File: config.mk
export PLATFORM = sky130hd
export DESIGN_NAME = bcd_score_keeper
export DESIGN_NICKNAME = d
export VERILOG_FILES = /design/src/rtl/bcd_score_keeper.sv
export SDC_FILE = /design/constraint.sdc
export NUM_CORES = 1
export LEC_CHECK = 0
export ABC_AREA = 1
export CAP_MARGIN = 20
export CORE_MARGIN = 10
export CORE_UTILIZATION = 63
export DETAILED_ROUTE_END_ITERATION = 10
export DONT_BUFFER_PORTS = 1
export PLACE_DENSITY_LB_ADDON = 0.2
export SYNTH_ARGS = -nofsm -noshare
export SYNTH_HDL_FRONTEND = slang
export SYNTH_SLANG_ARGS = --single-unit
export TNS_END_PERCENT = 50
File: constraint.sdc
create_clock -name clk -period 5.97 [get_ports clk]
set_clock_uncertainty 0.2 [all_clocks]
set_input_delay 1.4925 -clock clk [delete_from_list [all_inputs] [get_ports clk]]
set_output_delay 1.4925 -clock clk [all_outputs]
set_load 0.005 [all_outputs]
File: src/rtl/bcd_score_keeper.sv
// bcd_score_keeper: packed-BCD game score with edge-detected hit events,
// single-cycle ripple-carry decimal add, saturate/wrap overflow handling,
// and a high-score register that is committed by an end-of-game clear.
module bcd_score_keeper #(
  parameter int DIGITS   = 4,
  parameter bit SATURATE = 1'b1
) (
  input  logic                  clk,
  input  logic                  reset,
  input  logic                  hit,
  input  logic [3:0]            points,
  input  logic                  clear,
  output logic [4*DIGITS-1:0]   score,
  output logic [4*DIGITS-1:0]   hi_score,
  output logic                  new_high,
  output logic                  overflow
);

  localparam int W = 4 * DIGITS;
  localparam logic [W-1:0] ALL_NINES = {DIGITS{4'h9}};

  logic          hit_q,      hit_d;
  logic [W-1:0]  score_q,    score_d;
  logic [W-1:0]  hi_q,       hi_d;
  logic          new_high_q, new_high_d;
  logic          overflow_q, overflow_d;

  logic          rise;
  logic [3:0]    pts;
  logic [W-1:0]  sum_bcd;
  logic [DIGITS:0] carry;

  // Clamp the per-event value to a legal BCD digit; 10-15 count as 9.
  always_comb begin
    pts = (points > 4'd9) ? 4'd9 : points;
  end

  assign carry[0] = 1'b0;

  // One decimal adder cell per digit; the carry ripples through all digits
  // combinationally so the whole add completes in one clock.
  generate
    for (genvar gi = 0; gi < DIGITS; gi++) begin : g_digit
      logic [4:0] dsum;
      logic [3:0] addend;
      assign addend = (gi == 0) ? pts : 4'd0;
      assign dsum   = {1'b0, score_q[4*gi +: 4]} + {1'b0, addend} + {4'd0, carry[gi]};
      assign carry[gi+1] = (dsum > 5'd9);
      // Max dsum is 19, so subtracting 10 in four bits always lands on 0-9.
      assign sum_bcd[4*gi +: 4] = carry[gi+1] ? (dsum[3:0] - 4'd10) : dsum[3:0];
    end
  endgenerate

  assign rise = hit & ~hit_q;

  // Next-state: clear has priority over a coincident hit edge; the high-score
  // compare uses the pre-clear score. Packed BCD with valid digits orders the
  // same as a plain unsigned compare, which equals an MSD-first digit compare.
  always_comb begin
    hit_d      = hit;
    score_d    = score_q;
    hi_d       = hi_q;
    new_high_d = 1'b0;
    overflow_d = overflow_q;
    if (clear) begin
      if (score_q > hi_q) begin
        hi_d       = score_q;
        new_high_d = 1'b1;
      end
      score_d    = '0;
      overflow_d = 1'b0;
    end else if (rise && (pts != 4'd0)) begin
      if (carry[DIGITS]) begin
        overflow_d = 1'b1;
        score_d    = SATURATE ? ALL_NINES : sum_bcd;
      end else begin
        score_d    = sum_bcd;
      end
    end
  end

  // State registers; reset is asynchronous and active-low.
  always_ff @(posedge clk or negedge reset) begin
    if (!reset) begin
      hit_q      <= 1'b0;
      score_q    <= '0;
      hi_q       <= '0;
      new_high_q <= 1'b0;
      overflow_q <= 1'b0;
    end else begin
      hit_q      <= hit_d;
      score_q    <= score_d;
      hi_q       <= hi_d;
      new_high_q <= new_high_d;
      overflow_q <= overflow_d;
    end
  end

  // Outputs come straight from the registers.
  always_comb begin
    score    = score_q;
    hi_score = hi_q;
    new_high = new_high_q;
    overflow = overflow_q;
  end

endmodule

After elaboration in Yosys (flattened, before gate mapping)
Cells that the tools add are included.

Flip-flop bits (word level): 35. Bits of input ports: 8. Output and inout port bits: 34. Logic and storage cells: 38.

Add/subtract/negate cells: 7. $lt $le $gt $ge: 6. Muxes and demuxes: 12. Bitwise logic cells: 2. Reductions and logical operators: 6.

Operator list (count): 2-to-1 mux 16 bit (3); greater-than comparator 5 x 4 -> 1 bit (second input constant) (4); greater-than comparator 16 bit (1); 2-to-1 mux 4 bit (4); adder 4 x 1 -> 5 bit (3); subtractor 4 bit (second input constant) (3); adder 4 x 4 -> 5 bit (1); 2-to-1 mux 1 bit (5); greater-than comparator 4 bit (second input constant) (1); AND reduction 2 bit (2); nonzero test 2 bit (2); nonzero test 4 bit (1); bitwise AND 1 bit (1); logical AND 1 bit (1); inverter 1 bit (1).

Logic depth before layout (Yosys ltp)
Gate-level depths: netlist of the first run.

Depth after elaboration: 13. Mapped depth: 30. Depth with buffers taken out: 30.

Worst setup path after synthesis of the first run
OpenSTA, ideal clock, no wires.

Kind: input -> register. From: input port points[3]. To: register score_q[14], in the netlist score[14]. Setup time: 83 ps. Data arrival time: 5614 ps. Data required time: 5687 ps. Path slack: 73 ps. Stages: 30. Buffers on the path: 0. Cells stage by stage: inv_1 -> o21ai_0 -> ha_1 -> inv_1 -> fa_1 -> xor2_1 -> nand2_1 -> nand3_1 -> nand2_1 -> ha_1 -> ha_1 -> xnor2_1 -> nand2_1 -> nand2_1 -> nand2_1 -> ha_1 -> ha_1 -> xnor2_1 -> nand2_1 -> nand2_1 -> nand2_1 -> ha_1 -> ha_1 -> a21oi_1 -> nand2_1 -> nand2_1 -> inv_1 -> nor2_4 -> inv_1 -> o21ai_0.

Longest elaborated chain between the ends: 13. Elaborated cells between the ends (all ways): 16. Classes of those cells: 4 x add/sub; 5 x order compare; 4 x mux; 3 x reduce/logical.

RTL lines: start: declaration (line 11) `input logic [3:0] points,`; greater-than comparator 4 bit (line 35) `pts = (points > 4'd9) ? 4'd9 : points;`; 2-to-1 mux 4 bit * (line 35); adder 4 x 4 -> 5 bit (line 47) `assign dsum = {1'b0, score_q[4*gi +: 4]} + {1'b0, addend} + {4'd0, carry[gi]};`; greater-than comparator 5 x 4 -> 1 bit (line 48) `assign carry[gi+1] = (dsum > 5'd9);`; adder 4 x 1 -> 5 bit (line 47); greater-than comparator 5 x 4 -> 1 bit (line 48); adder 4 x 1 -> 5 bit (line 47); greater-than comparator 5 x 4 -> 1 bit (line 48); adder 4 x 1 -> 5 bit (line 47); greater-than comparator 5 x 4 -> 1 bit (line 48); 2-to-1 mux 16 bit (line 73) `if (carry[DIGITS]) begin`; 2-to-1 mux 16 bit (line 72) `end else if (rise && (pts != 4'd0)) begin`; 2-to-1 mux 16 bit (line 65) `if (clear) begin`; end signal: assignment (line 92) `score_q <= score_d;`; end: declaration (line 23) `logic [W-1:0] score_q, score_d;`.

Every way passes the cells marked *; elsewhere a longest branch is shown, timed or not. The select of a mux whose other input is x is not followed. A chain may end at the register's enable or synchronous reset.

Worst setup path after layout of the first run
Ends and elaborated chain as after synthesis.

==> summary.md, run 1 <==
| Metric | Value |
|---|---|
| Outcome | finished, final reports clean |
| Maximum VDD drop | 0.0001404 V |
| HP Class | reg -> reg |
| Setup WS post-layout | 0.2482 ns |
| Setup TNS | 0 ns |
| Fin crit period | 5.722 ns |
| Die width | 80.91 microns |
| Placement row count | 22 |
| Post-Syn Nets | 342 |
| R2R Setup Slk | 1.17 ns |
| CTS tree | built |
| Post-route ant nets | 0 |
| Worst Hold Endpoint | overflow |
| Peak Freq | 174.8 MHz |
| CTS sink cnt | 35 |
| WP data arrival | 5.72 ns |
| Yosys top cell by area | dfrtp_1 |
| Critical Path Most Common Cell | nand2_1 |
| Root Driver | clkbuf_8 |
| Vias in the first global route | 2,047 |
| Setup WS pre-CTS | -0.2212 ns |
| Vias per cell | 5.537 |
| Sequential area share after synthesis | 0.3747 |
| Pwr Density | 259.1 nW/um^2 |
| First-pass GRT wire length | 9459 microns |
| Static Leak | 1.450 nW |
| FF-to-FF path depth | 28 |
| DR vias | 2,032 |
| CP required | 5.97 ns |
| Crit Path Class | in -> reg |
| Max FO, Critical Path | 8 |
| Gpl congestion | 0.8304 |
| DRC Markers | 0 |
| Nets@finish | 356 |
| Drt pass-1 iters | 4 |
| Initial Util | 0.6433 |
| Core Region | 3633 sq um |
| Startpoint types | primary input |
| Worst Tran Pin Value | 0.8533 ns |
| Cts bufs inserted | 5 |
| Post-layout util | 0.7152 |
| Synth Cell Area | 2337 sq um |
| Hold WS | 0.3177 ns |
| Clk slew on worst S/H paths | 0.07 ns |
| Total power | 673.4 uW |
| Maximum number of pins on one net before global-route repair | 36 |
| Worst R2R End | score[14] |
| Gr usage total | 0.1812 |
| Synth top area share | 0.3747 |
| Diode count | 0 |
| Number of hold buffers added after cts | 0 |
| Worst min-delay path startpoint | overflow |
| Syn Area/Cell | 7.688 sq um |
| Mapped Cells | 304 |
| Initial antenna violation count | 0 |
| Yosys warning count | 0 |
| Final Setup Violations | 0 |
| CP Capture Type | flip-flop |
| Hold Path Depth | 2 |
| # port buffers | 0 |
| Slew Limit Fails | 0 |
| Worst skew pair latency | 0.28 ns |
| HPWL Detailed | 4197 microns |
| Initial DRC count | 125 |
| CP max stage cell | fa_1 |
| Share of cells above drive strength 1 | 0.1285 |
| Wire per inst | 15.62 microns |
| # H-tree levels | 2 |
| Maximum clock path buffer count | 2 |
| Max Cap Viol | 0 |
| Total Die Area | 6546 sq um |
| Synth-to-Final Area Change | 11.19% |
| Yosys reg bits | 35 |
| Io pins | 42 |
| FF-to-FF Start | score[0] |
| Final period util | 0.9584 |
| Die Y | 80.91 microns |
| Relative slew slack | 0.4311 |
| Synth area leaders | dfrtp_1 (37%), nand2_1 (16%), ha_1 (16%) |
| Total wire length | 5733 microns |
| Grt ovf | 0 |
| Yosys cell types | 23 |
| Final hold violation count | 0 |
| Delay of the slowest critical-path stage | 0.40 ns |
timing repair:
action / CTS / global route
buffers inserted: 0 / 1
setup endpoints to repair: 0 / 17
endpoints found under the hold margin: 0 / 0
gates resized for setup: 0 / 19
area by class of cell:
type,count,area [sq um]
multi-input combinational,221,1334
fill,290,1035
sequential,35,875.8
inverter,44,165.2
timing repair buffer,11,82.58
clock buffer,7,76.32
tap,48,60.06
clock inverter,1,5.005
synthesized netlist by cell type, drive strengths merged:
library cell and count:
nand2 101, inv 44, nand3 43, dfrtp 35
ha 29, a21oi 14, o21ai 12, nor2 11
xnor2 5, buf 4, nand4 2, fa 1
o21a 1, o21bai 1, xor2 1
per-layer routing:
| metal | global-route usage | share of wire | up-vias |
|---|---|---|---|
| li1 | - | - | 1000 |
| met1 | 0.2188 | 0.41 | 956 |
| met2 | 0.2994 | 0.50 | 66 |
| met3 | 0.04746 | 0.071 | 10 |
| met4 | 0.07612 | 0.018 | 0 |
| met5 | 0 | 0 | - |
cell families (layout without fill, tap and decap cells):
family / Yosys count / after routing / synth area share
simple gates: 157 / 157 / 0.2912
xor+xnor: 6 / 6 / 0.02248
fa+ha+maj: 30 / 30 / 0.1638
compound gates: 28 / 28 / 0.06371
flops: 35 / 35 / 0.3747
buf+inv: 48 / 63 / 0.08404
state kept, by name (all words and copies together), names as in the netlist:
register,flops
hi_score,16
hit_q,1
new_high,1
overflow,1
score,16
where the power goes:
| part | switching (mW) | total (mW) | internal (mW) |
|---|---|---|---|
| sequential | 0.0205 | 0.275 | 0.255 |
| combinational | 0.163 | 0.231 | 0.0674 |
| clock | 0.0855 | 0.167 | 0.0819 |
| total | 0.269 | 0.673 | 0.404 |
cells in the final DEF (no fill, tap or decap), drive strengths merged:
master / instances
inv: 44
a21oi: 14
clkbuf: 7
clkinv: 1
nor2: 11
ha: 29
xor2: 1
nand2: 101
o21a: 1
fa: 1
buf: 11
o21bai: 1
nand3: 43
dfrtp: 35
xnor2: 5
o21ai: 12
nand4: 2
how the worst max path moves through the flow:
stage / end / startpoint / slack (ns) / cells past startpoint
2_1_floorplan: score[14] / points[3] / 0.07 / 30
3_3_place_gp: score[3] / points[3] / -0.03 / 30
3_5_place_dp: score[14] / points[3] / -0.22 / 30
4_1_cts: score[14] / points[3] / 0.04 / 30
5_1_grt: score[14] / points[3] / -0.08 / 30
6_report: score[14] / points[3] / 0.25 / 30
critical path, delay by kind of cell:
| family | cells | cell delay (ns) |
|---|---|---|
| compound gates | 3 | 0.39 |
| xor+xnor | 3 | 0.52 |
| fa+ha+maj | 8 | 1.88 |
| buf+inv | 4 | 0.22 |
| simple gates | 12 | 1.20 |
metrics by stage:
| step | instance area [sq um] | std cells |
|---|---|---|
| after floorplan | 2337 | 304 |
| after global placement | 2441 | 358 |
| after detailed placement | 2441 | 358 |
| after CTS | 2522 | 366 |
| after global routing | 2599 | 367 |
| final | 2599 | 367 |
(Power assumes the default switching activity.)
==> inputs of run 2 (changes only) <==
CAP_MARGIN = not set   (was 20)
CORE_UTILIZATION = 65   (was 63)
clock period = 7 ns   (was 5.97 ns; I/O delays follow)
==> run 2 against run 1 <==
Effect of this change:
- clock power fell by 35%
- sequential share of layout area is 2.6 points higher
- final area shrank 7.1%
- sequential power fell by 15%
- first-iteration DRC count increased by 9.6%
- power is 22% lower
==> summary.md, run 2 (synthesized netlist as in run 1, its figures left out) <==
| Metric | Value |
|---|---|
| Final hold violation count | 0 (unchanged) |
| Initial Util | 0.6842 (was 0.6433) |
| CP max stage cell | fa_1 (unchanged) |
| Wire per inst | 14.94 microns (was 15.62 microns) |
| Setup TNS | 0 ns (unchanged) |
| Initial DRC count | 137 (was 125) |
| Post-layout util | 0.7066 (was 0.7152) |
| Number of hold buffers added after cts | 0 (unchanged) |
| Total Die Area | 6394 sq um (was 6546 sq um) |
| Total power | 526.0 uW (was 673.4 uW) |
| Critical Path Most Common Cell | nand2_1 (unchanged) |
| Outcome | finished, final reports clean (unchanged) |
| Slew Limit Fails | 0 (unchanged) |
| Synth-to-Final Area Change | 3.265% (was 11.19%) |
| CTS resizes | 0 (unchanged) |
| Post-route ant nets | 0 (unchanged) |
| Maximum number of pins on one net before global-route repair | 36 (unchanged) |
| FF-to-FF Start | score[0] (unchanged) |
| CTS sink cnt | 35 (unchanged) |
| Commonest non-fill, non-tap cell in the layout | nand2_1 (unchanged) |
| DRC Markers | 0 (unchanged) |
| Crit Path Class | in -> reg (unchanged) |
| Clk slew on worst S/H paths | 0.10 ns (was 0.07 ns) |
| Fin crit period | 6.388 ns |
| Root Driver | clkbuf_4 (was clkbuf_8) |
| RSZ-0062 raised after global routing | false |
| First-pass GRT wire length | 8880 microns (was 9459 microns) |
| CTS tree | built (unchanged) |
| HP Class | reg -> reg (unchanged) |
| Final period util | 0.9125 |
| Total wire length | 5287 microns (was 5733 microns) |
| Worst min-delay path startpoint | overflow (unchanged) |
| Vias per cell | 5.373 (was 5.537) |
| Gpl congestion | 0.8682 (was 0.8304) |
| Worst skew pair latency | 0.35 ns (was 0.28 ns) |
| Maximum clock path buffer count | 2 (unchanged) |
| Max FO, Critical Path | 8 (unchanged) |
| Worst Tran Pin Value | 0.8568 ns (was 0.8533 ns) |
| Final Setup Violations | 0 (unchanged) |
| WP data arrival | 6.46 ns (was 5.72 ns) |
| Max Cap Viol | 0 (unchanged) |
| Delay of the slowest critical-path stage | 0.39 ns (was 0.40 ns) |
| # port buffers | 0 (unchanged) |
| DR vias | 1,902 (was 2,032) |
| Die Y | 79.97 microns (was 80.91 microns) |
| Relative slew slack | 0.4288 (was 0.4311) |
| Peak Freq | 156.6 MHz |
| CP delay by family, top | adder cells (unchanged) |
| Pwr Density | 217.9 nW/um^2 (was 259.1 nW/um^2) |
| Core Region | 3416 sq um (was 3633 sq um) |
| Critical path origin | points[3] (unchanged) |
| Placement row count | 21 (was 22) |
| CP required | 7.07 ns (was 5.97 ns) |
| Nets@finish | 345 (was 356) |
| Fillers | 288 (was 290) |
| Diode count | 0 (unchanged) |
| Die width | 79.97 microns (was 80.91 microns) |
| Worst path bufs/invs | 4 (unchanged) |
| Post-Layout Cell Count | 354 (was 367) |
| Initial antenna violation count | 0 (unchanged) |
| Maximum VDD drop | 0.0001281 V (was 0.0001404 V) |
| Most frequent cells in the layout | nand2_1 (99), inv_1 (44), nand3_1 (42) (was nand2_1 (95), inv_1 (44), nand3_1 (41)) |
| Drt pass-1 iters | 4 (unchanged) |
| Gr usage total | 0.1740 (was 0.1812) |
| Share of cells above drive strength 1 | 0.04221 (was 0.1285) |
| # H-tree levels | 2 (unchanged) |
| CP Capture Type | flip-flop (unchanged) |
| Vias in the first global route | 1,855 (was 2,047) |
| HPWL Detailed | 4056 microns (was 4197 microns) |
| Placed Cells | 346 (was 358) |
| Io pins | 42 (unchanged) |
| Startpoint types | primary input (unchanged) |
| Post-CTS Setup Repair Bufs | 0 (unchanged) |
| Cts bufs inserted | 5 (unchanged) |
| Static Leak | 1.384 nW (was 1.450 nW) |
| Grt ovf | 0 (unchanged) |
run 2: changes by cell type in the layout (fill, tap and decap cells not counted), sizes merged:
cell  delta
buf     -11
run 2: stage by stage:
step	instance area [sq um]	hold slack [ns]	setup slack, ns
final	2414	0.3392	0.6125
after global routing	2414	0.3641	0.1088
after CTS	2414	0.3420	0.6426
after detailed placement	2364	0.3054	0.3158
after global placement	2364	0.3147	0.5127
after floorplan	2337	0.2737	0.8459
run 2: worst reg2reg max path, delay by kind of cell (launching register included):
family                     cells  cell delay, ns
adders and majority gates      8            1.93
AOI/OAI and AO/OA              2            0.26
xor gates and xnor gates       3            0.79
DFF                            1            0.44
buffers and inverters          3            0.19
and+or+nand+nor               12            1.36
run 2: worst paths after layout:
kind	slack, ns	end	cells after the start
min in group asynchronous	0.87	hi_score[8]	0
max in group asynchronous	5.63	score[12]	0
worst max register to register	1.76	score[14]	28
worst min register to register	0.34	overflow	2
worst min-delay path	0.34	overflow	2
worst max-delay path	0.61	score[14]	30
run 2: cell type report:
class	count	area (sq um)	area share
Multi-Input combinational cell	221	1265	0.5241
Sequential cell	35	875.8	0.3629
Clock buffer	7	45.04	0.01866
Inverter	44	165.2	0.06843
Clock inverter	1	5.005	0.002074
Tap cell	46	57.56	0.02385
run 2: power by group:
group	leakage, nW	switching, mW	total [mW]	internal [mW]
Sequential	0.483	0.0173	0.234	0.217
Combinational	0.872	0.133	0.183	0.0497
Clock	0.0293	0.0694	0.109	0.0391
run 2: layer usage:
metal | track usage | share of wire | vias up
met5 | 0 | 0 | -
met4 | 0.07394 | 0.017 | 0
met3 | 0.04617 | 0.089 | 9
met2 | 0.2737 | 0.47 | 68
met1 | 0.2185 | 0.43 | 844
li1 | - | - | 981
==> inputs of run 3 (changes only) <==
CORE_UTILIZATION = 50   (was 65)
==> run 3 against run 2 <==
Effect of this change:
- sequential share of layout area fell by 0.99 points
- power rose by 13%
- maximum frequency barely moved
- hold slack got worse by 0.020 ns
- cell count rose by 1.4%
- worst setup slack improved by 0.0012 ns
- global-route usage fell by 3.4 points
- combinational power barely moved
==> summary.md, run 3 (synthesized netlist as in run 1, its figures left out) <==
| Metric | Value |
|---|---|
| # H-tree levels | 2 (unchanged) |
| Footprint of the multi-input gates | 1272 sq um (was 1265 sq um) |
| Static Leak | 1.407 nW (was 1.384 nW) |
| HP Class | reg -> reg (unchanged) |
| Nets@finish | 345 (unchanged) |
| CTS tree | built (unchanged) |
| Total power | 594.1 uW (was 526.0 uW) |
| Initial Util | 0.5259 (was 0.6842) |
| Gr usage total | 0.1396 (was 0.1740) |
| Final hold violation count | 0 (unchanged) |
| Number of hold buffers added after cts | 0 (unchanged) |
| Worst path bufs/invs | 4 (unchanged) |
| Maximum VDD drop | 0.0001147 V (was 0.0001281 V) |
| Peak Freq | 156.6 MHz (about the same) |
| Placement row count | 24 (was 21) |
| Startpoint types | primary input (unchanged) |
| Die width | 88.37 microns (was 79.97 microns) |
| Root Driver | clkbuf_8 (was clkbuf_4) |
| Area after DPL | 2371 sq um (was 2364 sq um) |
| Critical path origin | points[3] (unchanged) |
| RSZ-0062 raised after global routing | false (unchanged) |
| Synth-to-Final Area Change | 6.156% (was 3.265%) |
| Switch Pwr | 222.7 uW (was 220.1 uW) |
| FF/Latch Area | 875.8 sq um (unchanged) |
| Delay of the slowest critical-path stage | 0.39 ns (about the same) |
| Switching share of total power | 0.3748 (was 0.4185) |
| Max Cap Viol | 0 (unchanged) |
| Combinational fraction of design power | 0.308 (was 0.348) |
| Max FO, Critical Path | 8 (unchanged) |
| Worst skew pair latency | 0.28 ns (was 0.35 ns) |
| Vias in the first global route | 1,711 (was 1,855) |
| Vias per cell | 5.348 (was 5.373) |
| Share of cells above drive strength 1 | 0.04560 (was 0.04221) |
| First-pass GRT wire length | 8569 microns (was 8880 microns) |
| Total Die Area | 7809 sq um (was 6394 sq um) |
| Internal Power | 371.5 uW (was 305.9 uW) |
| Relative slew slack | 0.4147 (was 0.4288) |
| Clk pwr share | 0.298 (was 0.206) |
| Total wire length | 5372 microns (was 5287 microns) |
| Core Region | 4444 sq um (was 3416 sq um) |
| HPWL Detailed | 3973 microns (was 4056 microns) |
| Sequential power share | 0.394 (was 0.445) |
| Wire per inst | 14.96 microns (was 14.94 microns) |
| CP delay by family, top | adder cells (unchanged) |
| Drt pass-1 iters | 5 (was 4) |
| CP max stage cell | fa_1 (unchanged) |
| Layout Cell Area excl Fill | 2481 sq um (was 2414 sq um) |
| Maximum clock path buffer count | 2 (unchanged) |
| Setup TNS | 0 ns (unchanged) |
| DRC Markers | 0 (unchanged) |
| Worst min-delay path startpoint | overflow (unchanged) |
| Final period util | 0.9123 (was 0.9125) |
| WP data arrival | 6.39 ns (was 6.46 ns) |
| CP required | 7.01 ns (was 7.07 ns) |
| Grt ovf | 0 (unchanged) |
| Io pins | 42 (unchanged) |
| DR vias | 1,920 (was 1,902) |
| Initial antenna violation count | 0 (unchanged) |
| FF-to-FF Start | score[0] (unchanged) |
| Initial DRC count | 96 (was 137) |
| Most frequent cells in the layout | nand2_1 (99), inv_1 (44), nand3_1 (42) (unchanged) |
| Pwr Density | 239.5 nW/um^2 (was 217.9 nW/um^2) |
| Slew Limit Fails | 0 (unchanged) |
| Worst Tran Pin Value | 0.8780 ns (was 0.8568 ns) |
| Fin crit period | 6.386 ns (was 6.388 ns) |
| Clk slew on worst S/H paths | 0.07 ns (was 0.10 ns) |
| Die Y | 88.37 microns (was 79.97 microns) |
| CTS sink cnt | 35 (unchanged) |
| Commonest non-fill, non-tap cell in the layout | nand2_1 (unchanged) |
| Cts bufs inserted | 5 (unchanged) |
| Post-route ant nets | 0 (unchanged) |
| Maximum number of pins on one net before global-route repair | 36 (unchanged) |
| # port buffers | 0 (unchanged) |
| Final Setup Violations | 0 (unchanged) |
| Gpl congestion | 0.8186 (was 0.8682) |
| Fillers | 411 (was 288) |
| Outcome | finished, final reports clean (unchanged) |
| Diode count | 0 (unchanged) |
| Crit Path Class | in -> reg (unchanged) |
| Critical Path Most Common Cell | nand2_1 (unchanged) |
| CP Capture Type | flip-flop (unchanged) |
-- run 3: changes by cell type in the layout (fill, tap and decap cells not counted), sizes merged --
cell,change
clkbuf,-1
clkinv,-1
bufinv,+1
-- run 3: worst paths after layout --
check                           slack (ns)  cells past startpoint          end
worst max-delay path                  0.61                     30    score[14]
worst min-delay path                  0.32                      2     overflow
worst max register to register        1.83                     28    score[14]
worst min register to register        0.32                      2     overflow
max in group asynchronous             5.57                      0     score[0]
min in group asynchronous             0.95                      0  hi_score[3]
-- run 3: worst reg2reg max path, delay by kind of cell (launching register included) --
kind	cells	cell delay, ns
xor gates and xnor gates	4	0.91
AOI/OAI and AO/OA	1	0.14
and+or+nand+nor	12	1.35
buffers and inverters	3	0.20
DFF	1	0.43
adders and majority gates	8	1.87
-- run 3: layer usage --
layer | track usage | up-vias | part of all wire
met5 | 0 | - | 0
met4 | 0.04112 | 0 | 0.0086
met3 | 0.04412 | 5 | 0.086
met2 | 0.2150 | 58 | 0.46
met1 | 0.1830 | 878 | 0.45
li1 | - | 979 | -
-- run 3: repair_timing --
| item | CTS | global route |
|---|---|---|
| setup endpoints to repair | 0 | 1 |
| setup buffers | 0 | 0 |
| resized for setup | 0 | 1 |
-- run 3: layout make-up --
| class | instances | area share |
|---|---|---|
| multi-input combinational | 221 | 0.5129 |
| clock buffer | 6 | 0.02925 |
| clock inverter | 1 | 0.01210 |
| inverter | 44 | 0.06657 |
| tap | 52 | 0.02622 |
| sequential | 35 | 0.3530 |
-- run 3: power groups by stage --
stage | Combinational, mW | Sequential, mW | Clock [mW]
finish | 0.183 | 0.234 | 0.177
detailed placement | 0.184 | 0.239 | 0
floorplan | 0.164 | 0.233 | 0
global route | 0.207 | 0.236 | 0.191
global placement | 0.184 | 0.239 | 0
CTS | 0.185 | 0.235 | 0.180
-- run 3: through the flow --
step / util / worst slack [ns] / hold slack [ns] / instances
final: 0.5583 / 0.6137 / 0.3194 / 359
after global placement: 0.5335 / 0.4490 / 0.3157 / 352
after CTS: 0.5566 / 0.5720 / 0.3345 / 359
after detailed placement: 0.5335 / 0.3142 / 0.3107 / 352
after floorplan: - / 0.8459 / 0.2737 / 304
after global routing: 0.5583 / 0.04950 / 0.3564 / 359
